`src/rtl/store_pkg.sv`:
```
// store_pkg: shared types and constants for the store alignment path.
package store_pkg;

  typedef enum logic [1:0] {
    IDLE  = 2'd0,
    BEAT0 = 2'd1,
    BEAT1 = 2'd2
  } state_t;

  localparam logic [2:0] STORE_SB = 3'b000;
  localparam logic [2:0] STORE_SH = 3'b001;
  localparam logic [2:0] STORE_SW = 3'b010;
  localparam logic [2:0] STORE_SD = 3'b011;

  // Store width is legal when funct3[2] is clear and sd is only used on 64-bit datapaths
  function automatic logic width_legal(input logic [2:0] funct3, input int unsigned xlen);
    logic ok;
    ok = 1'b1;
    if (funct3[2]) ok = 1'b0;
    if ((funct3 == STORE_SD) && (xlen != 32'd64)) ok = 1'b0;
    return ok;
  endfunction

endpackage

```
`src/rtl/store_mask_gen.sv`:
```
// store_mask_gen: combinational byte-enable and lane-shift generator.
// Produces a two-word mask/data window; the upper word is the spill into the next word.
module store_mask_gen
  import store_pkg::*;
#(
  parameter int unsigned XLEN = 32
) (
  input  logic [2:0]                    funct3,
  input  logic [$clog2(XLEN/8)-1:0]     offset,
  input  logic [XLEN-1:0]               wdata,
  output logic [2*(XLEN/8)-1:0]         mask,
  output logic [2*XLEN-1:0]             data,
  output logic                          illegal
);

  localparam int unsigned NB = XLEN / 8;

  logic [NB-1:0]   low_mask;
  logic [XLEN-1:0] trimmed;

  // Build the unshifted byte mask, drop bytes above the store size, then shift into lanes
  always_comb begin
    illegal  = !width_legal(funct3, XLEN);
    low_mask = '0;
    trimmed  = '0;
    for (int unsigned i = 0; i < NB; i++) begin
      low_mask[i] = (i < (32'd1 << funct3[1:0]));
      if (low_mask[i]) trimmed[i*8 +: 8] = wdata[i*8 +: 8];
    end
    mask = {{NB{1'b0}}, low_mask} << offset;
    data = {{XLEN{1'b0}}, trimmed} << {offset, 3'b000};
  end

endmodule

```
`src/rtl/store_align_unit.sv`:
```
// store_align_unit: turns sb/sh/sw/sd requests into word-aligned memory beats.
// Macro STORE_MISALIGNED_SPLIT_EN: when defined, word-crossing stores issue a
// second beat; when undefined they are rejected with store_fault.
module store_align_unit
  import store_pkg::*;
#(
  parameter int unsigned XLEN = 32
) (
  input  logic              clk,
  input  logic              reset,
  input  logic              req_valid,
  output logic              req_ready,
  input  logic [2:0]        req_funct3,
  input  logic [XLEN-1:0]   req_addr,
  input  logic [XLEN-1:0]   req_wdata,
  output logic              mem_valid,
  input  logic              mem_ready,
  output logic [XLEN-1:0]   mem_addr,
  output logic [XLEN-1:0]   mem_wdata,
  output logic [XLEN/8-1:0] mem_be,
  output logic              store_fault,
  output logic              busy
);

  localparam int unsigned NB   = XLEN / 8;
  localparam int unsigned OFFW = $clog2(NB);

  state_t state, state_nxt;

  logic [2*NB-1:0]   gen_mask;
  logic [2*XLEN-1:0] gen_data;
  logic              gen_illegal;
  logic              accept;
  logic              reject;

  store_mask_gen #(.XLEN(XLEN)) u_mask_gen (
    .funct3  (req_funct3),
    .offset  (req_addr[OFFW-1:0]),
    .wdata   (req_wdata),
    .mask    (gen_mask),
    .data    (gen_data),
    .illegal (gen_illegal)
  );

  assign accept = req_valid && req_ready;

`ifdef STORE_MISALIGNED_SPLIT_EN
  logic [NB-1:0]   hi_be;
  logic [XLEN-1:0] hi_data;
  assign reject = gen_illegal;
`else
  assign reject = gen_illegal || (|gen_mask[2*NB-1:NB]);
`endif

  // State register
  always_ff @(posedge clk) begin
    if (reset) state <= IDLE;
    else       state <= state_nxt;
  end

  // Next-state logic
  always_comb begin
    state_nxt = state;
    case (state)
      IDLE: begin
        if (accept && !reject) state_nxt = BEAT0;
      end
      BEAT0: begin
        if (mem_ready) begin
`ifdef STORE_MISALIGNED_SPLIT_EN
          state_nxt = (|hi_be) ? BEAT1 : IDLE;
`else
          state_nxt = IDLE;
`endif
        end
      end
`ifdef STORE_MISALIGNED_SPLIT_EN
      BEAT1: begin
        if (mem_ready) state_nxt = IDLE;
      end
`endif
      default: state_nxt = IDLE;
    endcase
  end

  // Handshake/status outputs decoded from state
  always_comb begin
    req_ready = (state == IDLE);
    busy      = (state != IDLE);
    mem_valid = (state == BEAT0) || (state == BEAT1);
  end

  // Beat registers: load beat0 on accept, beat1 after beat0 handshake, clear on completion
  always_ff @(posedge clk) begin
    if (reset) begin
      mem_addr    <= '0;
      mem_wdata   <= '0;
      mem_be      <= '0;
      store_fault <= 1'b0;
`ifdef STORE_MISALIGNED_SPLIT_EN
      hi_be       <= '0;
      hi_data     <= '0;
`endif
    end else begin
      store_fault <= accept && reject;
      if (accept && !reject) begin
        mem_addr  <= {req_addr[XLEN-1:OFFW], {OFFW{1'b0}}};
        mem_be    <= gen_mask[NB-1:0];
        mem_wdata <= gen_data[XLEN-1:0];
`ifdef STORE_MISALIGNED_SPLIT_EN
        hi_be     <= gen_mask[2*NB-1:NB];
        hi_data   <= gen_data[2*XLEN-1:XLEN];
`endif
      end else if (mem_valid && mem_ready) begin
        if (state_nxt == BEAT1) begin
`ifdef STORE_MISALIGNED_SPLIT_EN
          mem_addr  <= mem_addr + XLEN'(NB);
          mem_be    <= hi_be;
          mem_wdata <= hi_data;
`endif
        end else begin
          mem_addr  <= '0;
          mem_be    <= '0;
          mem_wdata <= '0;
        end
      end
    end
  end

endmodule

```
`config.mk`:
```
export PLATFORM = sky130hd
export DESIGN_NAME = store_align_unit
export DESIGN_NICKNAME = d
export VERILOG_FILES = /design/src/rtl/store_pkg.sv /design/src/rtl/store_mask_gen.sv /design/src/rtl/store_align_unit.sv
export SDC_FILE = /design/constraint.sdc
export NUM_CORES = 1
export LEC_CHECK = 0
export CORE_MARGIN = 2
export CORE_UTILIZATION = 39
export DETAILED_ROUTE_END_ITERATION = 16
export PLACE_DENSITY = 0.79
export SYNTH_ARGS = -nofsm -noshare
export SYNTH_HDL_FRONTEND = slang
export SYNTH_SLANG_ARGS = --single-unit
```
`constraint.sdc`:
```
create_clock -name clk -period 2.3 [get_ports clk]
set_clock_uncertainty 0.2 [all_clocks]
set_input_delay 0.46 -clock clk [delete_from_list [all_inputs] [get_ports clk]]
set_output_delay 0.46 -clock clk [all_outputs]
set_load 0.005 [all_outputs]
```
* Yosys cells after proc, flatten, opt, wreduce, memory -nomap -nowiden
Cells that the tools add are included.
** Storage, ports and cells
- Bits of input ports :: 71
- Latch bits :: 0
- Logic and storage cells :: 48
- RAM bits :: 0
- Memories kept :: 0
- ROM bits :: 0
- Register bits :: 69
** Operators by class
- Mux-type cells :: 18
- Equal/unequal tests :: 5
- Shifts and indexed selects :: 3
- Multipliers :: 0
- Reduce and logical (&&, ||, !) cells :: 13
- Add/sub/neg operators :: 0
- Bitwise logic cells :: 0
- Divide/modulo/power cells :: 0
- Order comparisons :: 4
** Operators by type and width (number)
- $mux 32 :: 6
- $lt 1x32->1 const A :: 2
- $lt 2x32->1 const A :: 2
- $mux 8 :: 4
- $shl 1x2->32 const A :: 1
- $shl 32x5->32 :: 1
- $mux 4 :: 3
- $shl 4x2->8 :: 1
- $eq 2x2->1 const B :: 2
- $logic_and 1x1->1 :: 4
- $mux 2 :: 2
- $pmux 2 s2 :: 1
- $reduce_bool 2->1 :: 2
- $reduce_or 4->1 :: 1
- $eq 3x2->1 const B :: 1
- $eq 2x1->1 const B :: 1
- $logic_not 1->1 :: 2
- $logic_not 2->1 :: 1
- $logic_or 1x1->1 :: 2
- $mux 1 :: 2
- $ne 2x2->1 const B :: 1
- $reduce_and 2->1 :: 1

* Depth between registers and ports, before layout
Gate-level depths: netlist of run 1.
- Word-level depth :: 13
- Depth in mapped cells :: 8
- Depth with buffers taken out :: 6

* Modules after synthesis
From an unflattened synthesis of run 1, not the netlist that was laid out.
** Unflattened totals
- Cell total of the unflattened synthesis :: 467
- Area total of the unflattened synthesis :: 3719.8 µm²
** By module, submodules not included
- store_align_unit :: seq. area each 1381.3 µm², instances 1, area each 2732.6 µm², cells an instance 318
- store_mask_gen :: seq. area each 0.0 µm², instances 1, area each 987.2 µm², cells an instance 149

* Worst setup path before layout of run 1
OpenSTA, ideal clock, no wires.
- Path kind :: flip-flop to flip-flop
- Start point :: register state[1]
- End point :: register mem_wdata[24]
- Slack :: 0.454 ns
- Required time :: 1.983 ns
- Period minus slack after synthesis :: 1.846 ns
- Data arrival time :: 1.529 ns
- Library setup time :: 0.117 ns
- Cell stages (with the launch flop) :: 9
- Cell sequence :: dfxtp_1 inv_1 ha_1 and3b_1 o211ai_2 and2_4 buf_6 buf_6 a22o_1
** On the way
- Cells in the longest elaborated chain, start to end :: 8
** RTL lines
- from (decl) :: RTL line store_align_unit.sv:28 : state_t state, state_nxt;
- from (signal assigned) :: RTL line store_align_unit.sv:58 : else state <= state_nxt;
- $logic_not 2->1 * :: RTL line store_align_unit.sv:88 : req_ready = (state == IDLE);
- via req_ready :: RTL line store_align_unit.sv:12 : output logic req_ready,
- $logic_and 1x1->1 :: RTL line store_align_unit.sv:45 : assign accept = req_valid && req_ready;
- $logic_and 1x1->1 :: RTL line store_align_unit.sv:66, store_align_unit.sv:106
- $mux 2 :: RTL line store_align_unit.sv:66 : if (accept && !reject) state_nxt = BEAT0;
- $pmux 2 s2 :: RTL line store_align_unit.sv:64 : case (state)
- $eq 2x2->1 :: RTL line store_align_unit.sv:115 : if (state_nxt == BEAT1) begin
- $ne 2x2->1 (no line)
- $reduce_and 2->1 (no line)
- to (signal assigned) :: RTL line store_align_unit.sv:109 : mem_wdata <= gen_data[XLEN-1:0];
- to (decl) :: RTL line store_align_unit.sv:19 : output logic [XLEN-1:0] mem_wdata,
Mark *: on every way through the listed nets, which the timed path passes. The rest lies on a longest branch.
A chain may end at the register's enable or synchronous reset.

* Worst setup path after layout of run 1
- Start point :: register state[1]
- End point :: output port mem_valid
** On the way
- Cells in the longest elaborated chain, start to end :: 2
** RTL lines
- $eq 2x1->1 or $eq 2x2->1 (tied branches) :: RTL line store_align_unit.sv:90 : mem_valid = (state == BEAT0) || (state == BEAT1);
- $logic_or 1x1->1 * :: RTL line store_align_unit.sv:90
- to (decl) :: RTL line store_align_unit.sv:16 : output logic mem_valid,
Mark *: on every way between the ends. The rest lies on a longest branch, timed or not.

==> summary.txt, run 1 <==
STA
  – Max Clk Rate: around 0.45 GHz
  – Final Critical Period: 2.21 ns
  – Slew Viols, Final: 0
  – Worst setup margin: 0.0937 ns
  – RSZ-0062 raised after global routing: no
  – TNS Setup: 0 ns
  – Final setup violating endpoints: 0
  – WHS: approximately 0.27 ns
  – Final Hold Vio Count: 0
  – Final Cycle Share: 95.9%

Power and ir drop
  – Total power: 2.72 mW
  – Logic pwr share: 16.3%
  – Pwr/cell area: 597 nW/um^2
  – Leakage dissipation: ~1.7 nW
  – Flop pwr share: 45.9%
  – Clk pwr share: 37.9%
  – Sw Share: 23.3%
  – Switching Power: about 630 uW
  – Pint: ~2.1 mW
  – Worst IR Drop VDD: 0.261 mV

Route
  – Routed Antenna Nets: 0
  – # DRC: 0
  – Vias per inst: 5.33
  – DRT Pass-1 Iters: 4
  – Total Wirelength: 8440 um
  – Vias: 2649
  – Drt initial violations: 189
  – Post-DR wirelength/cell: ~17 um

Floorplanning
  – Starting density of the core: 40.4%
  – IO Pins: 143
  – Die Y: 88.1 um
  – Die Wd: around 88 um
  – Row cnt: 30
  – Core Region: just under 7000 um^2
  – Die area: 7760 um^2

Layout
  – Register Area: 1380 um^2
  – Area occupied by multi-input gates: between 1000 and 1500 um^2
  – Post-route non-filler standard cell count: 497
  – Layout Utilization: 66.8%
  – Synth-to-layout area growth: 65.5%
  – FILL cells: 549
  – Final Instance Area: 4560 um^2
  – Share of cells above drive strength 1: 11.5%
  – Final Net Count: 469
  – ANT cells: 0

Yosys
  – Most instantiated cells after synthesis: dfxtp_1 (69), a22o_1 (56), a22oi_1 (16), o2bb2ai_1 (16), nor2b_1 (10)
  – Synthesized instance count: 247
  – Number of synthesized flops with an enable pin: 0
  – Register area share after synthesis: 50.1%
  – Seq cells post-synth: 69
  – Post-Synthesis Cell Area: 2760 um^2
  – Count of cell types in the netlist: 36
  – Asr flop ratio synth: 0%
  – Yosys top cell area share: 50.1%
  – Syn avg cell area: around 11 um^2
  – Synth warnings: 0
  – Predominant post-synthesis flop cell: dfxtp_1
  – Most numerous cell in the Yosys netlist: dfxtp_1
  – Leading area contributor after synthesis: dfxtp_1
  – Synth area leaders: dfxtp_1 (50%), a22o_1 (18%), o2bb2ai_1 (5.1%)

Placement
  – HPWL after DPL: 6290 um
  – Worst slack at placement: -0.0454 ns
  – IO buf count: 140
  – Area post-placement: 4350 um^2
  – Placed insts: 481
  – GP Congestion: 0.857

Clocking
  – H-tree depth: 3
  – CTS buffer count: 9
  – Root Buffer: clkbuf_8
  – CTS tree: done
  – # clock sinks: 69
  – Max clock buf depth: 2
  – Clk_lat worst skew: 0.34 ns
  – # hold bufs at CTS: 0
  – Clk slew on worst S/H paths: 0.07 ns

Critical path
  – Crit path capture type: output port
  – Critical Path Fanout Max: 3
  – Crit path kind: flip-flop to output port
  – Critical path arrival: about 1.6 ns
  – CP required: roughly 1.6 ns
  – Setup crit start kind: flip-flop

Global route
  – Tot GR Track Use: 21.9%
  – GRT overflow: 0
  – Initial antenna violation count: 0
  – Largest net degree at the start of global routing: 40
  – Global-route wire length before repair: 12900 um
  – Vias in the first global route: 2575

Outcome
  – Outcome: finished clean

Job
  – Max-cap viol count: 0

Worst hold path
  – Hold Crit Class: flip-flop to flip-flop
-- repair_timing --
action,4_1_cts,5_1_grt
resized for setup,1,2
endpoints found under the setup margin,1,2
setup buffers,0,0
-- critical path, cell delays in order (launching register included) --
cell and delay (ns):
dfxtp_2 0.33, inv_1 0.06, ha_2 0.33, clkdlybuf4s50_1 0.49
-- kinds of logic after synthesis --
group / synth area share (%)
AO/OA/AOI/OAI: 32.6
buffers and inverters: 7.03
flip-flops: 50.1
AND/OR/NAND/NOR: 6.35
adder cells (fa/ha/maj): 0.907
multiplexers: 2.90
other: 0.136
-- routing by layer --
metal	part of all wire, %	up-vias	GRT usage [%]
li1	-	1256	-
met1	42	1240	27.0
met2	46	137	34.7
met3	9.5	16	6.13
met4	2.7	0	12.1
met5	0	-	0
-- state kept, by name, indices dropped and copies added, names as in the netlist --
register,flops
store_fault,1
mem_wdata,32
state,2
mem_be,4
mem_addr,30
-- area by class of cell --
class,count,area share [%]
clock buffer,13,3.70
clock inverter,3,0.932
inverter,5,0.411
multi-input combinational,150,26.2
sequential,69,30.3
tap,96,2.63
timing repair buffer,161,35.8
-- cell usage in the layout (no fill, tap or decap), drive strengths merged, types with 2 or more instances in the layout --
cell type / synthesis / layout
clkdlybuf4s50: 0 / 140
dfxtp: 69 / 69
a22o: 56 / 56
buf: 21 / 21
a22oi: 16 / 16
o2bb2ai: 16 / 16
clkbuf: 3 / 13
nor2b: 10 / 10
mux2i: 8 / 8
o22ai: 8 / 8
inv: 5 / 5
a21oi: 5 / 5
o21ai: 5 / 5
nor3: 4 / 4
nand2: 3 / 3
nand3b: 2 / 2
conb: 1 / 2
and2: 2 / 2
ha: 2 / 2
-- power groups by stage --
| stage | sequential [mW] | combinational (mW) | clock [mW] |
|---|---|---|---|
| final | 1.25 | 0.443 | 1.03 |
| after global placement | 1.27 | 0.437 | 0 |
| after CTS | 1.25 | 0.443 | 1.07 |
| after global routing | 1.25 | 0.476 | 1.12 |
| after detailed placement | 1.28 | 0.440 | 0 |
| after floorplan | 1.28 | 0.172 | 0 |
-- path summary, 6_finish.rpt --
| path | start | end | slack (ns) | cells past startpoint |
|---|---|---|---|---|
| worst max register to register | state[1]$_SDFF_PP0_ | mem_wdata[25]$_SDFFE_PP0P_ | 0.42 | 7 |
| worst min-delay path | mem_be[0]$_SDFFE_PP0P_ | mem_be[0]$_SDFFE_PP0P_ | 0.27 | 1 |
| worst max-delay path | state[1]$_SDFF_PP0_ | mem_valid | 0.09 | 3 |
| worst min register to register | mem_be[0]$_SDFFE_PP0P_ | mem_be[0]$_SDFFE_PP0P_ | 0.27 | 1 |
(Power assumes the default switching activity.)
==> run 2, diff against run 1 <==
- CORE_UTILIZATION: 39 -> 42
- PLACE_DENSITY: 0.79 -> 0.84
- clock period: 2.3 -> 2.6 ns (I/O delays scaled with it)
==> run 2 against run 1 <==
Against the previous run: worst hold slack better by 0.00057 ns; routed wire length up 0.23%; non-clock buffer count down 15; highest routed layer unchanged; largest power group unchanged; critical endpoint is now busy; clock-buffer cell count unchanged; global-route usage up 1.5 points.
==> summary.txt, run 2 (synthesized netlist as in run 1, its figures left out) <==
STA
  – Final Hold Vio Count: 0
  – WHS: 0.272 ns
  – TNS Setup: 0 ns
  – Worst slew pin tran: around 0.63 ns
  – Final Cycle Share: 91.4%
  – RSZ-0062 raised after global routing: no
  – Max Clk Rate: 0.421 GHz
  – Final Critical Period: 2.38 ns
  – Final setup violating endpoints: 0
  – Slew Viols, Final: 0
  – Max_slew headroom: 57.6%

Power and ir drop
  – Total power: roughly 2.4 mW
  – Pwr/cell area: around 540 nW/um^2
  – Worst IR Drop VDD: 0.415 mV
  – Leakage dissipation: around 1.7 nW

Route
  – Routed wl met2: 4020 um
  – DRT Pass-1 Iters: 4
  – Met3 WL: 645 um
  – Max Used Layer: met4
  – Post-DR wirelength/cell: about 18 um
  – Vias per inst: around 5.7
  – Routed Antenna Nets: 0
  – Vias: 2633
  – Drt initial violations: 81
  – Total Wirelength: 8460 um
  – # DRC: 0
  – Met1 Wirelength: 3630 um

Floorplanning
  – Die Wd: 85.0 um
  – Row cnt: 29
  – IO Pins: 143
  – Die area: 7230 um^2
  – Core Region: 6350 um^2
  – Die Y: 85.0 um
  – Starting density of the core: 43.4%

Global route
  – Largest net degree at the start of global routing: between 40 and 50
  – Global-route wire length before repair: ~13000 um
  – Initial antenna violation count: 0
  – GRT overflow: 0
  – Vias in the first global route: 2513
  – Tot GR Track Use: a little under a quarter

Outcome
  – Outcome: finished clean

Clocking
  – CTS buffer count: 9
  – CTS resizes: 0
  – # hold bufs at CTS: 0
  – Clk slew on worst S/H paths: approximately 0.07 ns
  – # clock sinks: roughly 70
  – H-tree depth: 3
  – Root Buffer: clkbuf_8
  – Clk_lat worst skew: 0.34 ns
  – CTS tree: done
  – Setup bufs post-CTS: 0
  – Max clock buf depth: 2

Worst hold path
  – Hold Crit Class: flip-flop to flip-flop

Critical path
  – Setup crit start kind: flip-flop
  – Crit path capture type: output port
  – Critical path arrival: 1.66 ns
  – Critical Path Fanout Max: 8
  – CP required: 1.88 ns
  – Crit path kind: flip-flop to output port

Job
  – Max-cap viol count: 0

Placement
  – GP Congestion: approximately 0.8
  – IO buf count: 140
  – HPWL after DPL: 6150 um
  – Area post-placement: 4190 um^2

Layout
  – Synth-to-layout area growth: 59.4%
  – Share of cells above drive strength 1: 7.25%
  – Final Net Count: 454
  – Most frequent cells in the layout: clkdlybuf4s50_1 (140), dfxtp_1 (69), a22o_1 (56), a22oi_1 (16), o2bb2ai_1 (16)
  – FILL cells: 482
  – Largest register FFs: 32
  – Largest Register: mem_wdata
  – Final Instance Area: 4400 um^2
  – Registers with the most flip-flops: mem_wdata (32), mem_addr (30), mem_be (4)
  – ANT cells: 0
  – Leading cell type in the layout, fill and taps excluded: clkdlybuf4s50_1
## run 2: cell types whose count changed in the layout (fill, tap and decap cells not counted), sizes merged
cell	before	now
buf	21	6
## run 2: where the power goes
group          switching [mW]  total [mW]  internal, mW
Clock                   0.396       0.916         0.521
Sequential             0.0177        1.11          1.09
Combinational           0.149       0.368         0.220
Total                   0.562        2.39          1.83
## run 2: path summary, 6_finish.rpt
| kind | start | endpoint | slack (ns) | cells past startpoint |
|---|---|---|---|---|
| setup / recovery | state[0]$_SDFF_PP0_ | busy | 0.22 | 4 |
| hold reg to reg | mem_be[0]$_SDFFE_PP0P_ | mem_be[0]$_SDFFE_PP0P_ | 0.27 | 1 |
| hold / removal | mem_be[0]$_SDFFE_PP0P_ | mem_be[0]$_SDFFE_PP0P_ | 0.27 | 1 |
| setup reg to reg | state[1]$_SDFF_PP0_ | mem_wdata[4]$_SDFFE_PP0P_ | 0.55 | 6 |
## run 2: per-stage QoR
step	utilization [%]	std cells	setup slack, ns
after global placement	65.9	447	0.184
after global routing	69.2	463	0.126
after CTS	69.2	463	0.208
final	69.2	463	0.223
after floorplan	-	248	0.738
after detailed placement	65.9	447	0.149
## run 2: critical path: stages, from the launching register on
cell             delay [ns]
dfxtp_1                0.39
inv_1                  0.06
ha_1                   0.29
inv_1                  0.09
clkdlybuf4s50_1        0.50
## run 2: cell type report
class / instances / area (um^2) / area share (%)
clock buffers: 13 / 169 / 3.84
inverters: 5 / 18.8 / 0.427
flip-flops and latches: 69 / 1380 / 31.4
repair buffers: 146 / 1500 / 34.0
multi-input cells: 150 / 1190 / 27.1
clock inverters: 3 / 42.5 / 0.968
well taps: 77 / 96.3 / 2.19
## run 2: layer usage
metal  vias to the layer above  GRT usage, %
met1                      1272          30.4
met5                         -             0
met3                        14          4.77
met2                       121          38.1
met4                         0          9.67
li1                       1226             -
